### src/rtl/keypad_pkg.sv
// Shared definitions for the keypad entry block: key codes, debounce FSM states,
// the matrix-position to key-code map and the two-digit entry shift helper.
package keypad_pkg;

  localparam logic [3:0] KEY_A    = 4'd10;
  localparam logic [3:0] KEY_B    = 4'd11;
  localparam logic [3:0] KEY_C    = 4'd12;
  localparam logic [3:0] KEY_D    = 4'd13;
  localparam logic [3:0] KEY_STAR = 4'd14;
  localparam logic [3:0] KEY_HASH = 4'd15;

  typedef enum logic [1:0] {IDLE, DEBOUNCE, HELD} state_t;

  function automatic logic [3:0] key_lookup(input logic [1:0] row, input logic [1:0] col);
    logic [3:0] code;
    case ({row, col})
      4'd0:    code = 4'd1;
      4'd1:    code = 4'd2;
      4'd2:    code = 4'd3;
      4'd3:    code = KEY_A;
      4'd4:    code = 4'd4;
      4'd5:    code = 4'd5;
      4'd6:    code = 4'd6;
      4'd7:    code = KEY_B;
      4'd8:    code = 4'd7;
      4'd9:    code = 4'd8;
      4'd10:   code = 4'd9;
      4'd11:   code = KEY_C;
      4'd12:   code = KEY_STAR;
      4'd13:   code = 4'd0;
      4'd14:   code = KEY_HASH;
      default: code = KEY_D;
    endcase
    return code;
  endfunction

  // Keeps only the newest digit before shifting, so the result stays within 0..99.
  function automatic logic [6:0] next_entry(input logic [6:0] entry, input logic [3:0] digit);
    logic [6:0] low;
    low = entry % 7'd10;
    return 7'(low * 7'd10) + {3'b000, digit};
  endfunction

endpackage

### src/rtl/keypad_scanner.sv
// Keypad row scanner: synchronizes the columns, walks the row drive and
// reports one NONE/SINGLE result at the end of every full 4-row scan.
module keypad_scanner
  import keypad_pkg::*;
#(
  parameter int SCAN_DIV = 1024
) (
  input  logic       Clk,
  input  logic       Rst_n,
  input  logic [3:0] Col_n,
  output logic [3:0] Row_n,
  output logic       scan_done,
  output logic       scan_single,
  output logic [3:0] scan_code
);

  localparam int DIV_W = $clog2(SCAN_DIV);
  localparam logic [DIV_W-1:0] DIV_LAST = DIV_W'(SCAN_DIV - 1);

  logic [3:0]       r_col_meta;
  logic [3:0]       r_col_sync;
  logic [DIV_W-1:0] r_div;
  logic [1:0]       r_row;
  logic [1:0]       r_hits;
  logic [3:0]       r_code;

  logic             w_slot_end;
  logic [3:0]       w_active;
  logic [2:0]       w_row_hits;
  logic [1:0]       w_col_idx;
  logic [3:0]       w_row_code;
  logic [2:0]       w_total;

  assign w_slot_end = (r_div == DIV_LAST);
  assign w_active   = ~r_col_sync;
  assign w_row_hits = {2'b00, w_active[0]} + {2'b00, w_active[1]}
                    + {2'b00, w_active[2]} + {2'b00, w_active[3]};
  assign w_col_idx  = w_active[0] ? 2'd0 : w_active[1] ? 2'd1 : w_active[2] ? 2'd2 : 2'd3;
  assign w_row_code = key_lookup(r_row, w_col_idx);
  // Hits saturate at 2: any multi-key scan is a ghost and reads as NONE.
  assign w_total    = {1'b0, r_hits} + w_row_hits;

  assign Row_n       = ~(4'b0001 << r_row);
  assign scan_done   = w_slot_end && (r_row == 2'd3);
  assign scan_single = (w_total == 3'd1);
  assign scan_code   = (w_row_hits == 3'd1) ? w_row_code : r_code;

  always_ff @(posedge Clk) begin
    if (!Rst_n) begin
      r_col_meta <= 4'hF;
      r_col_sync <= 4'hF;
      r_div      <= '0;
      r_row      <= 2'd0;
      r_hits     <= 2'd0;
      r_code     <= 4'd0;
    end else begin
      r_col_meta <= Col_n;
      r_col_sync <= r_col_meta;
      if (w_slot_end) begin
        r_div <= '0;
        r_row <= r_row + 2'd1;
        if (r_row == 2'd3) begin
          r_hits <= 2'd0;
          r_code <= 4'd0;
        end else begin
          r_hits <= (w_total >= 3'd2) ? 2'd2 : w_total[1:0];
          if (w_row_hits == 3'd1) r_code <= w_row_code;
        end
      end else begin
        r_div <= r_div + 1'b1;
      end
    end
  end

endmodule

### src/rtl/keypad_entry.sv
// Keypad entry top: debounces scan results into single key events and builds a
// two-digit decimal value committed with '#'. Optional KEYPAD_ECHO_EN adds Entry.
module keypad_entry
  import keypad_pkg::*;
#(
  parameter int SCAN_DIV       = 1024,
  parameter int DEBOUNCE_SCANS = 8,
  parameter int MAX_VALUE      = 99
) (
  input  logic       Clk,
  input  logic       Rst_n,
  input  logic [3:0] Col_n,
  output logic [3:0] Row_n,
  output logic [3:0] Key_code,
  output logic       Key_valid,
  output logic [6:0] Value,
  output logic       Valid
`ifdef KEYPAD_ECHO_EN
  ,
  output logic [6:0] Entry
`endif
);

  localparam logic [7:0] DEB  = 8'(DEBOUNCE_SCANS);
  localparam logic [6:0] MAXV = 7'(MAX_VALUE);

  logic       w_scan_done;
  logic       w_scan_single;
  logic [3:0] w_scan_code;

  state_t     r_state;
  logic [3:0] r_cand;
  logic [7:0] r_cnt;
  logic [7:0] r_rel;
  logic [3:0] r_key_code;
  logic       r_key_valid;
  logic [6:0] r_entry;
  logic [1:0] r_digits;
  logic [6:0] r_value;
  logic       r_valid;

  keypad_scanner #(.SCAN_DIV(SCAN_DIV)) u_scanner (
    .Clk         (Clk),
    .Rst_n       (Rst_n),
    .Col_n       (Col_n),
    .Row_n       (Row_n),
    .scan_done   (w_scan_done),
    .scan_single (w_scan_single),
    .scan_code   (w_scan_code)
  );

  // Debounce FSM; only moves on scan boundaries.
  always_ff @(posedge Clk) begin
    if (!Rst_n) begin
      r_state     <= IDLE;
      r_cand      <= 4'd0;
      r_cnt       <= 8'd0;
      r_rel       <= 8'd0;
      r_key_code  <= 4'd0;
      r_key_valid <= 1'b0;
    end else begin
      r_key_valid <= 1'b0;
      if (w_scan_done) begin
        case (r_state)
          IDLE: begin
            if (w_scan_single) begin
              r_state <= DEBOUNCE;
              r_cand  <= w_scan_code;
              r_cnt   <= 8'd1;
            end
          end
          DEBOUNCE: begin
            if (w_scan_single && (w_scan_code == r_cand)) begin
              if (8'(r_cnt + 8'd1) >= DEB) begin
                r_state     <= HELD;
                r_cnt       <= 8'd0;
                r_rel       <= 8'd0;
                r_key_code  <= r_cand;
                r_key_valid <= 1'b1;
              end else begin
                r_cnt <= r_cnt + 8'd1;
              end
            end else begin
              r_state <= IDLE;
              r_cnt   <= 8'd0;
            end
          end
          HELD: begin
            if (w_scan_single) begin
              r_rel <= 8'd0;
            end else if (8'(r_rel + 8'd1) >= DEB) begin
              r_state <= IDLE;
              r_rel   <= 8'd0;
            end else begin
              r_rel <= r_rel + 8'd1;
            end
          end
          default: r_state <= IDLE;
        endcase
      end
    end
  end

  always_ff @(posedge Clk) begin
    if (!Rst_n) begin
      r_entry  <= 7'd0;
      r_digits <= 2'd0;
      r_value  <= 7'd0;
      r_valid  <= 1'b0;
    end else begin
      r_valid <= 1'b0;
      if (r_key_valid) begin
        if (r_key_code <= 4'd9) begin
          r_entry  <= next_entry(r_entry, r_key_code);
          r_digits <= (r_digits == 2'd2) ? 2'd2 : r_digits + 2'd1;
        end else if (r_key_code == KEY_STAR) begin
          r_entry  <= 7'd0;
          r_digits <= 2'd0;
        end else if (r_key_code == KEY_HASH) begin
          r_value  <= (r_entry > MAXV) ? MAXV : r_entry;
          r_valid  <= 1'b1;
          r_entry  <= 7'd0;
          r_digits <= 2'd0;
        end
      end
    end
  end

  assign Key_code  = r_key_code;
  assign Key_valid = r_key_valid;
  assign Value     = r_value;
  assign Valid     = r_valid;
`ifdef KEYPAD_ECHO_EN
  assign Entry     = r_entry;
`endif

endmodule

### config.mk
export PLATFORM = sky130hd
export DESIGN_NAME = keypad_entry
export DESIGN_NICKNAME = d
export VERILOG_FILES = /design/src/rtl/keypad_pkg.sv /design/src/rtl/keypad_scanner.sv /design/src/rtl/keypad_entry.sv
export SDC_FILE = /design/constraint.sdc
export NUM_CORES = 1
export LEC_CHECK = 0
export CAP_MARGIN = 10
export CORE_MARGIN = 5
export CORE_UTILIZATION = 25
export CTS_CLUSTER_SIZE = 20
export DETAILED_ROUTE_END_ITERATION = 7
export SYNTH_ARGS = -nofsm -noshare
export SYNTH_HDL_FRONTEND = slang
export SYNTH_SLANG_ARGS = --single-unit
### constraint.sdc
create_clock -name Clk -period 5.77 [get_ports Clk]
set_input_delay 1.731 -clock Clk [delete_from_list [all_inputs] [get_ports Clk]]
set_output_delay 1.731 -clock Clk [all_outputs]
set_load 0.02 [all_outputs]
### Yosys cells after proc, flatten, opt, wreduce, memory -nomap -nowiden

Memory sizes are Yosys's and may differ from the RTL's.
Index checks and enable logic that the tools add are counted.

* add/sub/neg operators: 9
* multipliers: 1
* divide/modulo/power cells: 1
* $lt $le $gt $ge: 5
* equality and inequality tests: 15
* shift operators: 1
* multiplexer cells: 28
* bitwise operators: 6
* reduce and logical (&&, ||, !) cells: 16

Operators by type and width (number)
* $mux W8: 7
* $pmux W8 S2: 2
* $mux W7: 4
* $mux W2: 9
* $add A8 B1 Y8 const B: 2
* $ge A8 B4 Y1 const B: 2
* $reduce_and A4 Y1: 4
* $add A10 B1 Y10 const B: 1
* $eq A10 B10 Y1 const B: 1
* $ne A2 B2 Y1 const B: 5
* $eq A4 B4 Y1 const B: 2
* $mux W4: 2
* $not A4 Y4: 2
* $add A7 B4 Y7: 1
* $gt A7 B7 Y1 const B: 1
* $mod A7 B4 Y7 const B: 1
* $mul A7 B3 Y6 const B: 1
* $add A3 B1 Y3: 2
* $eq A3 B1 Y1 const B: 2
* $pmux W2 S3: 1
* $reduce_and A3 Y1: 2
* $reduce_and A5 Y1: 1
* $eq A2 B2 Y1 const B: 2
* $eq A4 B4 Y1: 1
* other kinds (17): 24

* bits in registers: 68
* bits in read-only memories: 64
* input port bits: 6
* output and inout port bits: 17
* word-level logic and storage cells: 98
* memories: 1

Memories
* (name not given): words 16, bits a word 4, read ports 1, clocked after Yosys merged registers in 0, write ports 0, RTL line keypad_pkg.sv:16 `case ({row, col})`

### Depth between registers and ports, before layout

Gate-level depths: netlist of the first run.

* depth after elaboration: 10
* depth in mapped cells: 17
* depth with buffers taken out: 15

### Modules after synthesis

From an unflattened synthesis of the first run, not the netlist that was laid out.

* cell total of the unflattened synthesis: 431
* area total of the unflattened synthesis: 3811.2 um^2

By module, submodules not included
* keypad_entry: instances 1, cells an instance 280, area each 2441.1 um^2, seq. area each 840.8 um^2
* keypad_scanner: instances 1, cells an instance 151, area each 1370.1 um^2, seq. area each 520.5 um^2

### Worst setup path before layout of the first run

OpenSTA, ideal clock, no wires.

* path kind: flip-flop to flip-flop
* from: register r_entry[2]
* to: register r_entry[6]
* library setup time: 69 ps
* arrival time: 3865 ps
* required time: 5701 ps
* setup slack: 1836 ps
* stages on the path, launching flop included: 18
* path buffers: 2
* period minus slack after synthesis: 3934 ps
* cell sequence: dfxtp_1 -> buf_2 -> nor2b_1 -> clkbuf_1 -> a221o_1 -> a22oi_1 -> ha_1 -> a21oi_1 -> nor3_1 -> xnor2_1 -> ha_1 -> ha_1 -> inv_1 -> fa_1 -> nor3b_1 -> xnor2_1 -> xnor3_1 -> o21ai_1

* longest elaborated chain between the ends: 4

Ends and longest elaborated chain
* start: declaration: RTL line keypad_entry.sv:37 `logic [6:0] r_entry;`
* start signal: assignment: RTL line keypad_entry.sv:114 `r_entry <= next_entry(r_entry, r_key_code);`
* $mod A7 B4 Y7: RTL line keypad_pkg.sv:40 `low = entry % 7'd10;`
* $mul A7 B3 Y6: RTL line keypad_pkg.sv:41 `return 7'(low * 7'd10) + {3'b000, digit};`
* $add A7 B4 Y7: RTL line keypad_pkg.sv:41
* $mux W7: RTL line keypad_entry.sv:113 `if (r_key_code <= 4'd9) begin`

Every way passes these cells.
A chain may end at the register's enable or synchronous reset.

### Worst setup path after layout of the first run

Same ends and word-level chain as after synthesis.

==> flow_summary.yaml, run 1 <==
layout:
  multi_input_area_mm2: 0.00252
  flow.area_growth_from_synthesis_pct: 17.7
  num_antenna_cells: 0
  drive_gt1_share_pct: 6.99
  final_cell_area_mm2: 0.00483
  final_net_count: 533
  final_core_util_pct: 30.2
  area.sequential_mm2: 0.00136
  fillers: 1727
floorplanning:
  coreArea_mm2: 0.0160
  start_util_pct: 25.6
  die_width_um: 138
  row_count: 46
  die_h_um: 138
  io_pins: 23
  die_area_mm2: 0.0191
global_routing:
  overflow: 0
  grt_pass1_vias: 3300
  grt.total_usage_pct: 9.58
  grt_max_degree: 32
  grt_first_pass_wirelength_um: 15600
  antenna_found_initial: 0
cts:
  clkSinkCount: 68
  cts_max_level: 3
  cts_max_path_buffers: 2
  cts_tree: "done"
  ctsHoldBuffers: 0
  cts_buffers: 9
  clock_tree.root_cell: "clkbuf_16"
  post-cts-setup-buffers: 0
  insertion_delay_ns: 0.33
  cts_resized: 0
  clk_pin_slew_ns: 0.06
synth:
  syn_inst: 486
  synth.largest_area_cell: "dfxtp_1"
  synthFlopType: "dfxtp_1"
  async_reset_ff_share_pct: 0
  syn_nets: 522
  synth_common_cells: "68 x dfxtp_1, 54 x nor2_1, 37 x nand2_1"
  ys.warnings.count: 0
  synth.most_common_cell: "dfxtp_1"
  avgSynthCellArea_um2: 8.44
  yosysSeqAreaShare_pct: 33.2
  synth_top_area_share_pct: 33.2
  synth-seq-cells: 68
  syn_area_mm2: 0.00410
  synthTopCellsByArea: "dfxtp_1 33%, ha_1 7.9%, nor2_1 4.9%, and3_1 3.7%, a21oi_1 3.5%"
  synth.distinct_cells: 63
  synth_edf_count: 0
worst_setup_path:
  worstSetupStartpointType: "register"
  critical_path_buf_inv_count: 1
  crit_chain: "nor2b_1 -> nor2_1 -> a22oi_1 -> ha_1 -> a21oi_1 -> nor3_1 -> mux2i_1 -> ha_1 -> ha_1 -> inv_1 -> fa_1 -> nor3b_1 -> xnor2_1 -> xnor3_1 -> o21ai_1"
  path_class: "reg2reg"
  cp.arrival_ns: 4.76
  timing.rr.start: "r_entry[2]"
  crit_family: "simple AND/OR/NAND/NOR gates"
  required_ns: 6.03
  cp-end-kind: "register"
  cp_slowest_stage_delay_ns: 0.64
  startpoint: "r_entry[2]"
  worst_path_max_delay_cell: "dfxtp_1"
  crit_top_cell: "ha_1"
  path_max_fanout: 17
sta:
  hold_viol: 0
  whs_ns: 0.405
  skew_ns: 0.00578
  worst_pin_slew_ns: 0.945
  fin_crit_ns: 4.50
  setup_viol: 0
  rsz0062_at_grt: "false"
  fin_crit_sh_pct: 77.9
  fmax_mhz: 222
  drv_slew: 0
  slew_headroom_pct: 36.0
  fin_setup_tns_ns: 0
hold_path:
  hp-start: "u_scanner.r_col_meta[3]"
  min_path_type: "reg2reg"
power:
  power_density_mw_per_mm2: 236
  p_leak_nw: 1.82
  ir_worst_vdd_mv: 0.150
placed_design:
  portBuffers: 22
  placed_area_mm2: 0.00450
  globalplace.congestion: 0.854
  dpl.hpwl_um: 6580
detailed_routing:
  post_drt_wl_per_cell_um: 12.4
  drtPass1Iterations: 4
  routed_wl_um: 8930
  drc: 0
  vias: 3448
  viasPerCell: 4.81
  drt_iter0_markers: 176
  ant_nets: 0
run:
  max_cap_viol_count: 0
run_status:
  outcome: "finished, final reports clean"
-- layout make-up --
class / instances / share of cell area [%]
Timing Repair Buffer: 24 / 4.87
Tap cell: 216 / 5.60
Clock inverter: 4 / 1.50
Multi-Input combinational cell: 363 / 52.2
Clock buffer: 11 / 5.23
Sequential cell: 68 / 28.2
Inverter: 31 / 2.41
-- layout by cell type (no fill, tap or decap), drive strengths merged, types with 11 or more instances in the layout --
| cell type | count |
|---|---|
| clkbuf | 11 |
| nor2 | 54 |
| o21ai | 19 |
| nand3 | 17 |
| nand2b | 14 |
| xnor2 | 12 |
| clkdlybuf4s50 | 22 |
| ha | 26 |
| mux2i | 12 |
| inv | 31 |
| dfxtp | 68 |
| nand2 | 37 |
| a21oi | 29 |
| and3 | 24 |
-- cell families after synthesis --
family / synth area share [%]
AOI/OAI and AO/OA: 16.9
and+or+nand+nor: 25.6
adders and majority gates: 9.88
muxes: 3.75
xor gates and xnor gates: 5.25
DFF: 33.2
buffers and inverters: 5.40
-- flip-flops by register name (all words and copies together) (netlist names), 2 cells and up --
name / count
u_scanner.r_div: 10
u_scanner.r_col_sync: 4
r_cand: 4
r_rel: 8
u_scanner.r_hits: 2
u_scanner.r_col_meta: 4
r_cnt: 8
u_scanner.r_row: 2
r_entry: 7
r_state: 2
Key_code: 4
u_scanner.r_code: 4
Value: 7
-- routing by layer --
layer	wire, um	vias up	track usage, %
met5	0	-	0
met4	175	0	3.74
met3	377	15	2.69
met2	4310	54	16.0
met1	4060	1638	11.7
li1	-	1741	-
-- metrics by stage --
stage	setup WS [ns]	std cells	power (mW)
2_1_floorplan	1.84	486	0.542
3_3_place_gp	1.48	702	0.556
3_5_place_dp	1.31	702	0.558
4_1_cts	1.25	717	1.16
5_1_grt	0.854	717	1.18
6_report	1.27	717	1.14
-- report_power, final --
group / switching (mW) / leakage, nW / internal [mW] / total, mW
Sequential: 0.00277 / 0.550 / 0.474 / 0.477
Clock: 0.195 / 0.158 / 0.398 / 0.593
Combinational: 0.0441 / 1.11 / 0.0264 / 0.0704
-- worst register-to-register path, delay by kind of cell (launching register included) --
kind	cells	cell delay, ns
buffers and inverters	1	0.05
XOR/XNOR	2	0.39
flip-flops	1	0.64
AO/OA/AOI/OAI	3	0.54
multiplexers	1	0.34
adder cells (fa/ha/maj)	4	1.08
AND/OR/NAND/NOR	4	1.37
-- path summary, 6_finish.rpt --
kind / to / slack, ns / cells past startpoint
setup / recovery: r_entry[6] / 1.27 / 15
hold / removal: u_scanner.r_col_sync[3] / 0.40 / 1
setup reg to reg: r_entry[6] / 1.27 / 15
hold reg to reg: u_scanner.r_col_sync[3] / 0.40 / 1
Note: power is estimated with default switching activity, not from simulation.
==> run 2: changes to the inputs <==
==> constraint.sdc (replaced) <==
create_clock -name Clk -period 3.7 [get_ports Clk]
set_input_delay 1.11 -clock Clk [delete_from_list [all_inputs] [get_ports Clk]]
set_output_delay 1.11 -clock Clk [all_outputs]
set_load 0.02 [all_outputs]
==> flow_summary.yaml, run 2 (synthesis results as in run 1) <==
cts:
  cts_tree: "done"
  clk_pin_slew_ns: 0.05
  cts_max_path_buffers: 2
  cts_buffers: 9
  clock_tree.root_cell: "clkbuf_16"
  clkSinkCount: 68
  ctsHoldBuffers: 0
  cts_max_level: 3
  insertion_delay_ns: 0.33
layout:
  num_antenna_cells: 0
  final_common_cell: "dfxtp_1"
  top_register: "u_scanner.r_div"
  fillers: 1688
  top_regs: "u_scanner.r_div (10), r_cnt (8), r_rel (8)"
  flow.area_growth_from_synthesis_pct: 29.9
  largest_register_ffs: 10
  final_cell_mix: "62 x dfxtp_1, 54 x nor2_1, 42 x buf_4"
  final_core_util_pct: 33.3
  final_net_count: 575
  drive_gt1_share_pct: 19.9
worst_setup_path:
  required_ns: 3.95
  worstSetupStartpointType: "register"
  path_class: "reg2reg"
  cp_slowest_stage_delay_ns: 0.50
  crit_family: "adder cells"
  crit_top_cell: "ha_4"
  crit_chain: "nand2b_4 -> a221o_1 -> a22oi_2 -> ha_2 -> a21oi_4 -> nor3_2 -> buf_4 -> mux2i_4 -> ha_4 -> ha_4 -> inv_2 -> fa_1 -> nor3b_2 -> xnor2_1 -> xnor3_1 -> o21ai_1"
  path_max_fanout: 4
  cp.arrival_ns: 3.82
  cp-end-kind: "register"
  reg2reg_depth: 16
  crit_cells: 16
  worst_path_max_delay_cell: "fa_1"
  critical_path_buf_inv_count: 2
floorplanning:
  io_pins: 23
  die_h_um: 138
  die_width_um: 138
  die_area_mm2: 0.0191
  row_count: 46
  start_util_pct: 25.6
  coreArea_mm2: 0.0160
global_routing:
  grt_first_pass_wirelength_um: 16200
  grt_max_degree: 31
  antenna_found_initial: 0
  grt.total_usage_pct: 10.0
  overflow: 0
  grt_pass1_vias: 3425
sta:
  fin_crit_sh_pct: 96.4
  whs_ns: 0.409
  slew_headroom_pct: 36.9
  skew_ns: 0.00447
  fin_crit_ns: 3.57
  fmax_mhz: 280
  drv_slew: 0
  fin_setup_tns_ns: 0
  setup_viol: 0
  hold_viol: 0
  rsz0062_at_grt: "true"
  worst_pin_slew_ns: 0.931
placed_design:
  dpl.hpwl_um: 7010
  portBuffers: 22
  globalplace.congestion: 0.885
hold_path:
  min_path_type: "reg2reg"
  whs_path_depth: 1
run:
  max_cap_viol_count: 0
run_status:
  outcome: "finished, final reports clean"
detailed_routing:
  drt_iter0_markers: 187
  post_drt_wl_per_cell_um: 12.6
  ant_nets: 0
  drtPass1Iterations: 4
  drc: 0
  routed_wl_um: 9570
  viasPerCell: 4.66
  vias: 3545
power:
  p_leak_nw: 2.04
  ir_worst_vdd_mv: 0.271
  power_density_mw_per_mm2: 324
## run 2: changes by cell type in the layout (fill, tap and decap cells not counted), moves of 4 or more
cell,previous run,this run
ha_1,26,21
ha_4,0,4
buf_4,2,42
dfxtp_1,68,62
## run 2: timing repair
item | in CTS | in global routing
buffers inserted | 1 | 11
pin swaps | 1 | 13
endpoints found under the hold margin | 0 | 0
gates resized for setup | 8 | 34
setup endpoints to repair | 1 | 17
## run 2: layout make-up
class	instances	area, um^2	area share (%)
clock buffer	13	260	4.88
sequential	68	1380	25.8
multi-input combinational	363	2700	50.7
clock inverter	3	45.0	0.845
inverter	31	116	2.18
timing repair buffer	66	559	10.5
tap	216	270	5.07
## run 2: path summary, 6_finish.rpt
kind	start	endpoint	slack (ns)
min reg2reg	u_scanner.r_col_meta[3]	u_scanner.r_col_sync[3]	0.41
min	u_scanner.r_col_meta[3]	u_scanner.r_col_sync[3]	0.41
max reg2reg	r_entry[3]	r_entry[6]	0.13
max	r_entry[3]	r_entry[6]	0.13
## run 2: power breakdown
| group | internal, mW | switching, mW |
|---|---|---|
| combinational | 0.0531 | 0.0716 |
| clock | 0.558 | 0.302 |
| sequential | 0.737 | 0.00371 |
| total | 1.35 | 0.378 |
## run 2: routing by layer
| layer | routed length, um | vias up | track usage [%] |
|---|---|---|---|
| met3 | 392 | 14 | 2.97 |
| li1 | - | 1813 | - |
| met1 | 4310 | 1661 | 12.2 |
| met2 | 4720 | 57 | 16.7 |
| met5 | 0 | - | 0 |
| met4 | 154 | 0 | 3.90 |
## run 2: metrics by stage
| stage | total power, mW | area [um^2] | std cells | setup WS, ns |
|---|---|---|---|---|
| floorplan | 0.845 | 4110 | 486 | 0.0292 |
| global placement | 0.875 | 4740 | 732 | 0.0539 |
| detailed placement | 0.878 | 4740 | 732 | -0.168 |
| CTS | 1.75 | 5070 | 749 | 0.00856 |
| global route | 1.81 | 5330 | 760 | -0.0313 |
| finish | 1.73 | 5330 | 760 | 0.132 |
==> run 3: changes to the inputs <==
--- a/config.mk
+++ b/config.mk
@@ -8,8 +8,11 @@
 export CAP_MARGIN = 10
 export CORE_MARGIN = 5
 export CORE_UTILIZATION = 25
+export CTS_CLUSTER_DIAMETER = 100
 export CTS_CLUSTER_SIZE = 20
 export DETAILED_ROUTE_END_ITERATION = 7
+export RECOVER_POWER = 50
+export SLEW_MARGIN = 15
 export SYNTH_ARGS = -nofsm -noshare
 export SYNTH_HDL_FRONTEND = slang
 export SYNTH_SLANG_ARGS = --single-unit
==> flow_summary.yaml, run 3 (synthesis results as in run 1) <==
detailed_routing:
  vias: 3546
  drtPass1Iterations: 4
  drt_iter0_markers: 187
  ant_nets: 0
  drc: 0
  viasPerCell: 4.67
  routed_wl_um: 9580
  post_drt_wl_per_cell_um: 12.6
placed_design:
  portBuffers: 22
  dpl.hpwl_um: 7010
  placed_area_mm2: 0.00474
  place_ws_ns: -0.168
  globalplace.congestion: 0.885
  dp.cells: 732
run:
  max_cap_viol_count: 0
global_routing:
  grt_pass1_vias: 3425
  overflow: 0
  grt.total_usage_pct: 10.0
  grt_first_pass_wirelength_um: 16200
  antenna_found_initial: 0
  grt_max_degree: 31
layout:
  final_cell_area_mm2: 0.00533
  top_register: "u_scanner.r_div"
  flow.area_growth_from_synthesis_pct: 29.8
  final_common_cell: "dfxtp_1"
  fin_cells: 760
  final_net_count: 575
  final_cell_mix: "62 x dfxtp_1, 54 x nor2_1, 41 x buf_4"
  num_antenna_cells: 0
  top_regs: "u_scanner.r_div (10), r_cnt (8), r_rel (8)"
  fillers: 1688
  drive_gt1_share_pct: 19.7
  largest_register_ffs: 10
  final_core_util_pct: 33.3
worst_setup_path:
  reg2reg_depth: 16
  cp.arrival_ns: 3.82
  path_class: "reg2reg"
  required_ns: 3.95
  path_max_fanout: 4
  cp-end-kind: "register"
  worstSetupStartpointType: "register"
hold_path:
  min_path_type: "reg2reg"
  whs_path_depth: 1
sta:
  setup_viol: 0
  rsz0062_at_grt: "true"
  fmax_mhz: 280
  skew_ns: 0.00447
  hold_viol: 0
  slew_headroom_pct: 36.9
  fin_crit_ns: 3.57
  worst_pin_slew_ns: 0.931
  worst_slack_ns: 0.132
  whs_ns: 0.409
  fin_crit_sh_pct: 96.4
  drv_slew: 0
floorplanning:
  die_area_mm2: 0.0191
  die_h_um: 138
  io_pins: 23
  start_util_pct: 25.6
  coreArea_mm2: 0.0160
  die_width_um: 138
  row_count: 46
cts:
  cts_buffers: 9
  insertion_delay_ns: 0.33
  clkSinkCount: 68
  cts_tree: "done"
  cts_max_path_buffers: 2
  clock_tree.root_cell: "clkbuf_16"
  cts_max_level: 3
  clk_pin_slew_ns: 0.05
power:
  p_leak_nw: 2.05
  ir_worst_vdd_mv: 0.271
  power_density_mw_per_mm2: 324
run_status:
  outcome: "finished, final reports clean"
[run 3: cell count changes in the layout (fill, tap and decap cells not counted)]
cell,delta
dlygate4sd3_1,+3
clkbuf_1,+1
clkdlybuf4s50_1,-3
buf_4,-1
[run 3: routing by layer]
layer / track usage, % / vias up / routed length, um
met3: 2.97 / 14 / 392
met1: 12.2 / 1662 / 4310
met4: 3.90 / 0 / 154
li1: - / 1813 / -
met2: 16.7 / 57 / 4720
met5: 0 / - / 0
[run 3: worst paths after layout]
path                                         startpoint                 endpoint  slack [ns]
worst max-delay path                         r_entry[3]               r_entry[6]        0.13
worst min-delay path            u_scanner.r_col_meta[3]  u_scanner.r_col_sync[3]        0.41
worst max register to register               r_entry[3]               r_entry[6]        0.13
worst min register to register  u_scanner.r_col_meta[3]  u_scanner.r_col_sync[3]        0.41
[run 3: per-stage QoR]
stage | TNS (ns) | power (mW)
after floorplan | 0 | 0.845
after global placement | 0 | 0.875
after detailed placement | -0.168 | 0.878
after CTS | 0 | 1.75
after global routing | -0.0597 | 1.81
final | 0 | 1.73
[run 3: layout make-up]
type	instances	area (um^2)	area share, %
repair buffers	66	556	10.4
well taps	216	270	5.08
flip-flops and latches	68	1380	25.8
multi-input cells	363	2700	50.7
clock inverters	3	45.0	0.846
clock buffers	13	260	4.89
inverters	31	116	2.19
[run 3: report_power, final]
part           internal, mW  total, mW  switching (mW)
Clock                 0.558      0.861           0.302
Combinational        0.0526      0.124          0.0716
Sequential            0.737      0.741         0.00371
[run 3: repair_timing]
action / 4_1_cts / 5_1_grt
gates cloned: 0 / 0
pin swaps: 1 / 13
endpoints found under the setup margin: 1 / 17
hold buffers: 0 / 0
setup buffers: 1 / 11
gates resized for setup: 8 / 34
[run 3: critical path, stage by stage, from the launching register on]
cell,delay [ns]
dfxtp_4,0.36
nand2b_4,0.14
a221o_1,0.36
a22oi_2,0.21
ha_2,0.24
a21oi_4,0.05
nor3_2,0.11
buf_4,0.16
mux2i_4,0.27
ha_4,0.18
ha_4,0.13
inv_2,0.03
fa_1,0.50
nor3b_2,0.23
xnor2_1,0.15
xnor3_1,0.23
o21ai_1,0.14
